**config.mk**
```make
export PLATFORM = sky130hd
export DESIGN_NAME = uc_tile_sequencer
export DESIGN_NICKNAME = d
export VERILOG_FILES = /design/src/rtl/uc_tile_sequencer.sv
export SDC_FILE = /design/constraint.sdc
export NUM_CORES = 1
export LEC_CHECK = 0
export BUFFER_PORTS_ARGS = -buffer_cell sky130_fd_sc_hd__buf_2
export CORE_MARGIN = 2
export CORE_UTILIZATION = 25
export DETAILED_ROUTE_END_ITERATION = 6
export SYNTH_ARGS = -nofsm -noshare
export SYNTH_HDL_FRONTEND = slang
export SYNTH_SLANG_ARGS = --single-unit
```
**constraint.sdc**
```tcl
create_clock -name clk -period 3.5 [get_ports clk]
set_input_delay 0.7 -clock clk [delete_from_list [all_inputs] [get_ports clk]]
set_output_delay 0.7 -clock clk [all_outputs]
set_load 0.02 [all_outputs]
```
**src/rtl/uc_tile_sequencer.sv**
```systemverilog
// Host-side sequencer for the 8-bit uC tile: generates the tile's software clock,
// serves instruction fetch and SRAM traffic, and runs host STEP/RUN commands with halt/breakpoint.
module uc_tile_sequencer #(
    parameter int unsigned PC_W  = 12,
    parameter int unsigned CNT_W = 16
) (
    input  logic             clk,
    input  logic             arst_n,
    input  logic             cmd_valid,
    output logic             cmd_ready,
    input  logic [1:0]       cmd_op,
    input  logic [CNT_W-1:0] cmd_arg,
    input  logic             halt,
    input  logic             bp_en,
    input  logic [PC_W-1:0]  bp_addr,
    output logic             busy,
    output logic             done,
    output logic [1:0]       stop_cause,
    output logic [31:0]      cycle_cnt,
    output logic             pmem_rd,
    output logic [PC_W-1:0]  pmem_addr,
    input  logic [15:0]      pmem_rdata,
    output logic             sram_rd,
    output logic             sram_we,
    output logic [7:0]       sram_addr,
    output logic [7:0]       sram_wdata,
    input  logic [7:0]       sram_rdata,
    output logic [15:0]      tile_csr_in,
    output logic [31:0]      tile_reg_a,
    output logic [31:0]      tile_reg_b,
    input  logic [31:0]      tile_reg_c,
    input  logic [15:0]      tile_csr_out
);

    typedef enum logic [2:0] {S_IDLE, S_FETCH, S_WAIT, S_RISE, S_FALL} state_t;

    localparam logic [1:0] OP_STEP    = 2'b01;
    localparam logic [1:0] OP_RUN     = 2'b10;
    localparam logic [1:0] CAUSE_CNT  = 2'b00;
    localparam logic [1:0] CAUSE_HALT = 2'b01;
    localparam logic [1:0] CAUSE_BP   = 2'b10;

    state_t            state;
    logic [CNT_W-1:0]  remaining;
    logic              run_mode;
    logic              first_cyc;
    logic              halt_pend;
    logic              uclk;
    logic              flash_ready;
    logic [7:0]        data_a;
    logic [15:0]       data_b;
    logic              unused_ok;

    assign tile_csr_in = {10'b0, uclk, flash_ready, 4'b0};
    assign tile_reg_a  = {24'b0, data_a};
    assign tile_reg_b  = {16'b0, data_b};
    assign unused_ok   = ^{tile_csr_out[15:3], tile_csr_out[1:0], tile_reg_c[31:16+PC_W]};

    // One uC cycle = FETCH, WAIT, RISE, FALL; all outputs registered on the transitions.
    always_ff @(posedge clk or negedge arst_n) begin
        if (!arst_n) begin
            state       <= S_IDLE;
            cmd_ready   <= 1'b1;
            busy        <= 1'b0;
            done        <= 1'b0;
            stop_cause  <= CAUSE_CNT;
            cycle_cnt   <= '0;
            pmem_rd     <= 1'b0;
            pmem_addr   <= '0;
            sram_rd     <= 1'b0;
            sram_we     <= 1'b0;
            sram_addr   <= '0;
            sram_wdata  <= '0;
            remaining   <= '0;
            run_mode    <= 1'b0;
            first_cyc   <= 1'b0;
            halt_pend   <= 1'b0;
            uclk        <= 1'b0;
            flash_ready <= 1'b0;
            data_a      <= '0;
            data_b      <= '0;
        end else begin
            done    <= 1'b0;
            pmem_rd <= 1'b0;
            sram_rd <= 1'b0;
            sram_we <= 1'b0;
            if (halt && state != S_IDLE) begin
                halt_pend <= 1'b1;
            end
            unique case (state)
                S_IDLE: begin
                    if (cmd_valid && cmd_op == OP_STEP && cmd_arg == '0) begin
                        stop_cause <= CAUSE_CNT;
                        done       <= 1'b1;
                    end else if (cmd_valid && (cmd_op == OP_STEP || cmd_op == OP_RUN)) begin
                        stop_cause <= CAUSE_CNT;
                        remaining  <= cmd_arg;
                        run_mode   <= (cmd_op == OP_RUN);
                        first_cyc  <= 1'b1;
                        state      <= S_FETCH;
                        cmd_ready  <= 1'b0;
                        busy       <= 1'b1;
                        pmem_rd    <= 1'b1;
                        pmem_addr  <= tile_reg_c[16 +: PC_W];
                        sram_rd    <= 1'b1;
                        sram_addr  <= tile_reg_c[7:0];
                    end
                end
                S_FETCH: begin
                    first_cyc <= 1'b0;
                    // The first uC cycle of a command ignores the breakpoint so the host can step past it.
                    if (bp_en && pmem_addr == bp_addr && !first_cyc) begin
                        state      <= S_IDLE;
                        cmd_ready  <= 1'b1;
                        busy       <= 1'b0;
                        done       <= 1'b1;
                        stop_cause <= CAUSE_BP;
                        halt_pend  <= 1'b0;
                        run_mode   <= 1'b0;
                    end else begin
                        state <= S_WAIT;
                    end
                end
                S_WAIT: begin
                    // Capture the tile's write request before the edge changes its outputs.
                    data_b      <= pmem_rdata;
                    data_a      <= sram_rdata;
                    sram_we     <= tile_csr_out[2];
                    sram_addr   <= tile_reg_c[7:0];
                    sram_wdata  <= tile_reg_c[15:8];
                    uclk        <= 1'b1;
                    flash_ready <= 1'b1;
                    cycle_cnt   <= cycle_cnt + 32'd1;
                    state       <= S_RISE;
                end
                S_RISE: begin
                    uclk  <= 1'b0;
                    state <= S_FALL;
                end
                S_FALL: begin
                    flash_ready <= 1'b0;
                    if (halt_pend || halt || (!run_mode && remaining == CNT_W'(1))) begin
                        state      <= S_IDLE;
                        cmd_ready  <= 1'b1;
                        busy       <= 1'b0;
                        done       <= 1'b1;
                        stop_cause <= (halt_pend || halt) ? CAUSE_HALT : CAUSE_CNT;
                        halt_pend  <= 1'b0;
                        run_mode   <= 1'b0;
                        if (!run_mode) begin
                            remaining <= remaining - CNT_W'(1);
                        end
                    end else begin
                        if (!run_mode) begin
                            remaining <= remaining - CNT_W'(1);
                        end
                        state     <= S_FETCH;
                        pmem_rd   <= 1'b1;
                        pmem_addr <= tile_reg_c[16 +: PC_W];
                        sram_rd   <= 1'b1;
                        sram_addr <= tile_reg_c[7:0];
                    end
                end
                default: state <= S_IDLE;
            endcase
        end
    end

endmodule
```
# Yosys cells after proc, flatten, opt, wreduce, memory -nomap -nowiden
# Index checks and enable logic that the tools add are counted.
# totals
out_inout_bits	148
reg_bits	115
inputBits	107
wordCells	116
# op_classes
n_eq_ne	15
mux	52
addsub	2
reduce_logical	28
# ops
op	count
two-way mux 16 bit	3
two-way mux 12 bit	3
adder 32 x 1 -> 32 bit (second input constant)	1
case mux 16 bit (2 select lines)	1
two-way mux 8 bit	3
case mux 12 bit (2 select lines)	1
case mux 8 bit (3 select lines)	1
two-way mux 1 bit	22
== test 16 x 1 -> 1 bit (second input constant)	1
zero test 16 bit	1
AND reduction 4 bit	4
subtractor 16 x 1 -> 16 bit (second input constant)	1
case mux 3 bit (5 select lines)	1
== test 12 bit	1
inequality test 2 bit (second input constant)	6
case mux 1 bit (3 select lines)	4
two-way mux 2 bit	5
case mux 1 bit (2 select lines)	5
nonzero test 3 bit	3
nonzero test 2 bit	4
logical AND 1 bit	7
== test 3 x 2 -> 1 bit (second input constant)	2
two-way mux 3 bit	2
case mux 2 bit (3 select lines)	1
11 further kinds	14

# Longest topological paths before layout
# logic_depth
ltp_word	6
mapped_depth	9
depth_no_buf	8

# Least setup slack after synthesis
# OpenSTA, ideal clock, no wires.
# synth_timing
path_type	input port to flip-flop
start	input port cmd_op[0]
end	register sram_addr[0]
required_ps	3375
path_slack_ps	1176
path_stages	7
n_path_buf	0
t_arrival_ps	2199
setup_ps	125
path_cell_list	inv_1 ha_1 nand2b_1 o21ba_2 o21ai_0 a21oi_2 mux2_2
# synth_between
elab_chain_cells	5
elab_cells_between_ends	9
cone_classes	4 x eq/ne; 5 x reduce/logical
# synth_rtl
element	line_no	rtl
from (decl)	11	input logic [1:0] cmd_op,
== test 2 x 1 -> 1 bit or == test 2 bit (tied branches)	92, 95	
logical OR 1 bit or logical AND 1 bit (tied branches)	95, 92	
logical AND 1 bit, on equally long branches	95, 92	
inequality test 2 bit (no line)	n/a	
AND reduction 4 bit (no line) (*)	n/a	
to (signal assigned)	106	sram_addr <= tile_reg_c[7:0];
to (signal assigned)	129	sram_addr <= tile_reg_c[7:0];
to (signal assigned)	161	sram_addr <= tile_reg_c[7:0];
to (decl)	25	output logic [7:0] sram_addr,
# Mark *: on every way between the ends. The rest lies on a longest branch, timed or not.
# A chain may end at the register's enable or synchronous reset.

# Worst setup path in the final report
# layout_timing
start	input port cmd_op[1]
end	register remaining[2]
# layout_between
elab_chain_cells	5
elab_cells_between_ends	9
cone_classes	4 x eq/ne; 5 x reduce/logical
# layout_rtl
element	line_no	rtl
== test 2 x 1 -> 1 bit or == test 2 bit (tied branches)	92, 95	
logical OR 1 bit or logical AND 1 bit (tied branches)	95, 92	
logical AND 1 bit, on equally long branches	95, 92	
inequality test 2 bit (no line)	n/a	
AND reduction 4 bit (no line) (*)	n/a	
to (signal assigned)	97	remaining <= cmd_arg;
to (signal assigned)	151	remaining <= remaining - CNT_W'(1);
to (signal assigned)	155	remaining <= remaining - CNT_W'(1);
to (decl)	44	logic [CNT_W-1:0] remaining;
# Marks and branches as above.

==> flow_summary.ini <==
[synthesis]
yosys_most_used_dff = dfrtp_1
synth_cells = 504
synthDistinctLibCells = 54
synth.avg_cell_area_um2 = 11.3
synth_edf_count = 0
yosysWarningCount = 0
synth_area_mm2 = 0.00569
synth_top_cell_by_area = dfrtp_1
synth-seq-cells = 115
yosysSeqAreaShare_pct = 50.6
synth_area_leaders = dfrtp_1 50%, mux2_2 10%, buf_4 7.5%, xnor2_1 3.7%, xor2_1 2.9%
netlist.area_leader.share_pct = 50.1
synthArstFlopShare_pct = 100

[critical_path]
crit_path_start = cmd_op[1]
crit_family = compound AO/OA/AOI/OAI gates
crit_fanout = 10
critPathSlowestCell = o21ai_1
startpoint_type = input pin
worstPathCellList = buf_2 > inv_1 > ha_1 > nor4b_1 > nand3_1 > o21ai_1 > o21ai_1 > a21oi_1 > a21oi_1
crit_type = in -> reg
cp.arrival_ns = 2.64
cp.required_ns = 3.76
reg2reg_from = remaining[0]
worst-path-buf-inv = 2
worstSetupEndpointType = flip-flop
max_stage_delay_ns = 0.42

[sta]
tightest_slew_ns = 0.780
setup_viol = 0
whs_ns = 0.302
hold_viol = 0
slew_violations = 0
rsz0062_at_grt = false
fin_crit_sh_pct = 68.0
finalSetupTns_ns = 0
fin_crit_ns = 2.38
fmax_mhz = 420
fin_skew_ns = 0.0103
max-slew-margin-rel_pct = 47.6

[floorplanning]
rows = 55
io_pins = 255
die_width_um = 155
die-area_mm2 = 0.0240
start_util_pct = 25.3
core_mm2 = 0.0225
die_height_um = 155

[pwr]
p_per_area_mw_per_mm2 = 860
seqPwrFrac_pct = 35.4
clkPwrFrac_pct = 29.1
p_switching_w = 0.00244
switching_share_pct = 38.8
power.internal_w = 0.00386
comb_power_share_pct = 35.4
power_leakage_nw = 3.49
ir_drop_uv = 318

[cts]
ctsResizeCount = 0
clock_tree.root_cell = clkbuf_16
numCtsBuffers = 17
post_cts.repair.setup_buffers = 0
htreeDepth = 4
clockBufferDepth = 2
clock_latency_ns = 0.42
cts_tree = done
cts.clk_slew.worst_paths_ns = 0.06
numClockSinks = 115
cts_hold_buf = 0

[drt]
wl_per_cell_um = 13.7
drt-total-wl_um = 13500
ant_nets = 0
firstDrtPassIters = 5
drt_first_iter_violations = 185
drcViolationCount = 0
vias = 4234
via_per_inst = 4.29

[outcome]
outcome = finished clean

[place]
gp_congestion = 0.807
place_inst = 955
placed_area_mm2 = 0.00672
dp_hpwl_um = 9650
portBuffers = 181

[global_routing]
grt_max_degree = 73
antenna_found_initial = 1
grt_pass1_wl_um = 21500
use_met2_pct = 18.1
track_usage_pct = 11.5
grt.busiest_layer = met2
use_met3_pct = 3.96
overflow = 0
grt_pass1_vias = 4075
gr-usage-met1_pct = 14.7

[hold_path]
hold_path.class = in -> async

[job]
maxCapViolCount = 0

[final_layout]
final_util_pct = 32.6
drive_above_1_share_pct = 41.0
area_delta_synth_final_pct = 28.7
design_area_mm2 = 0.00733
final_net_count = 801
final_common_cell = buf_2
final_cell_mix = 180 x buf_2, 114 x dfrtp_1, 54 x conb_1
fin_cells = 988
power by group through the flow:
stage               Sequential (W)  Combinational, W  Clock, W
finish                     0.00223           0.00223   0.00184
CTS                        0.00224           0.00227   0.00190
global route               0.00232           0.00245   0.00195
detailed placement         0.00226           0.00227         0
floorplan                  0.00262           0.00121         0
global placement           0.00224           0.00225         0
final cells by class:
cell class                 instances  area (um2)
clock buffer                      17         425
timing repair buffer             186         958
clock inverter                    15         186
tap                              285         357
antenna                            1        2.50
sequential                       115        2880
multi-input combinational        357        2480
fill                            2357       15200
inverter                          12        45.0
stage by stage:
stage / power, W / setup WS, ns
3_5_place_dp: 0.00453 / 0.664
3_3_place_gp: 0.00448 / 0.701
5_1_grt: 0.00672 / 0.888
4_1_cts: 0.00641 / 1.07
6_report: 0.00630 / 1.12
2_1_floorplan: 0.00383 / 1.18
metal layers:
| layer | up-vias | share of wire (%) |
|---|---|---|
| met5 | - | 0 |
| met4 | 0 | 1.1 |
| met3 | 12 | 6.9 |
| met2 | 155 | 46 |
| met1 | 2016 | 46 |
| li1 | 2051 | - |
state kept, by name (all words and copies together) (netlist names), 2 cells and up:
register	flops
cycle_cnt	32
data_a	8
data_b	16
pmem_addr	12
remaining	16
sram_addr	8
sram_wdata	8
state	3
stop_cause	2
kinds of logic (layout without fill, tap and decap cells):
kind of cell / Yosys count / after routing / share of synthesized area [%]
AOI/OAI and AO/OA: 79 / 79 / 8.55
xor gates and xnor gates: 43 / 43 / 6.61
adders and majority gates: 5 / 5 / 1.10
buffers and inverters: 85 / 230 / 9.43
DFF: 115 / 115 / 50.6
muxes: 54 / 54 / 10.7
other: 1 / 55 / 0.0659
and+or+nand+nor: 122 / 122 / 13.0
cells in the mapped netlist (2+ instances only):
cell type  instances
dfrtp_1          114
buf_4             57
mux2_2            53
o21ai_0           27
xnor2_1           24
nor2_1            22
a21oi_1           20
xor2_1            19
nand2_1           18
nand3_1           17
inv_1             12
clkbuf_1          10
nand4_1           10
nor3_1            10
nor4_1             8
a22oi_1            6
and3_1             6
o2bb2ai_1          6
and2_1             5
ha_1               5
nand2b_1           5
a32oi_1            3
buf_1              3
buf_2              3
nor4_2             3
a31oi_1            2
and4_1             2
nand3b_1           2
nor3b_1            2
nor4_4             2
o211ai_1           2
o21a_1             2
o21ai_1            2
o21ai_2            2
worst register-to-register path, stage by stage (launching register included):
cell and delay (ns):
dfrtp_1 0.41, ha_1 0.20, nor3b_1 0.13, nand3_1 0.12, o21ai_2 0.11, or3_1 0.34, a21oi_2 0.52, mux2_2 0.41
worst paths after layout:
path / end / slack [ns] / cells past startpoint
setup / recovery: remaining[2] / 1.12 / 9
hold / removal: sram_addr[4] / 0.30 / 1
setup reg to reg: sram_addr[6] / 1.14 / 7
hold reg to reg: cycle_cnt[31] / 0.47 / 1
max in group asynchronous: data_b[13] / 2.40 / 2
min in group clk: cycle_cnt[31] / 0.47 / 1
No activity file was read; power rests on OpenSTA's default activity.
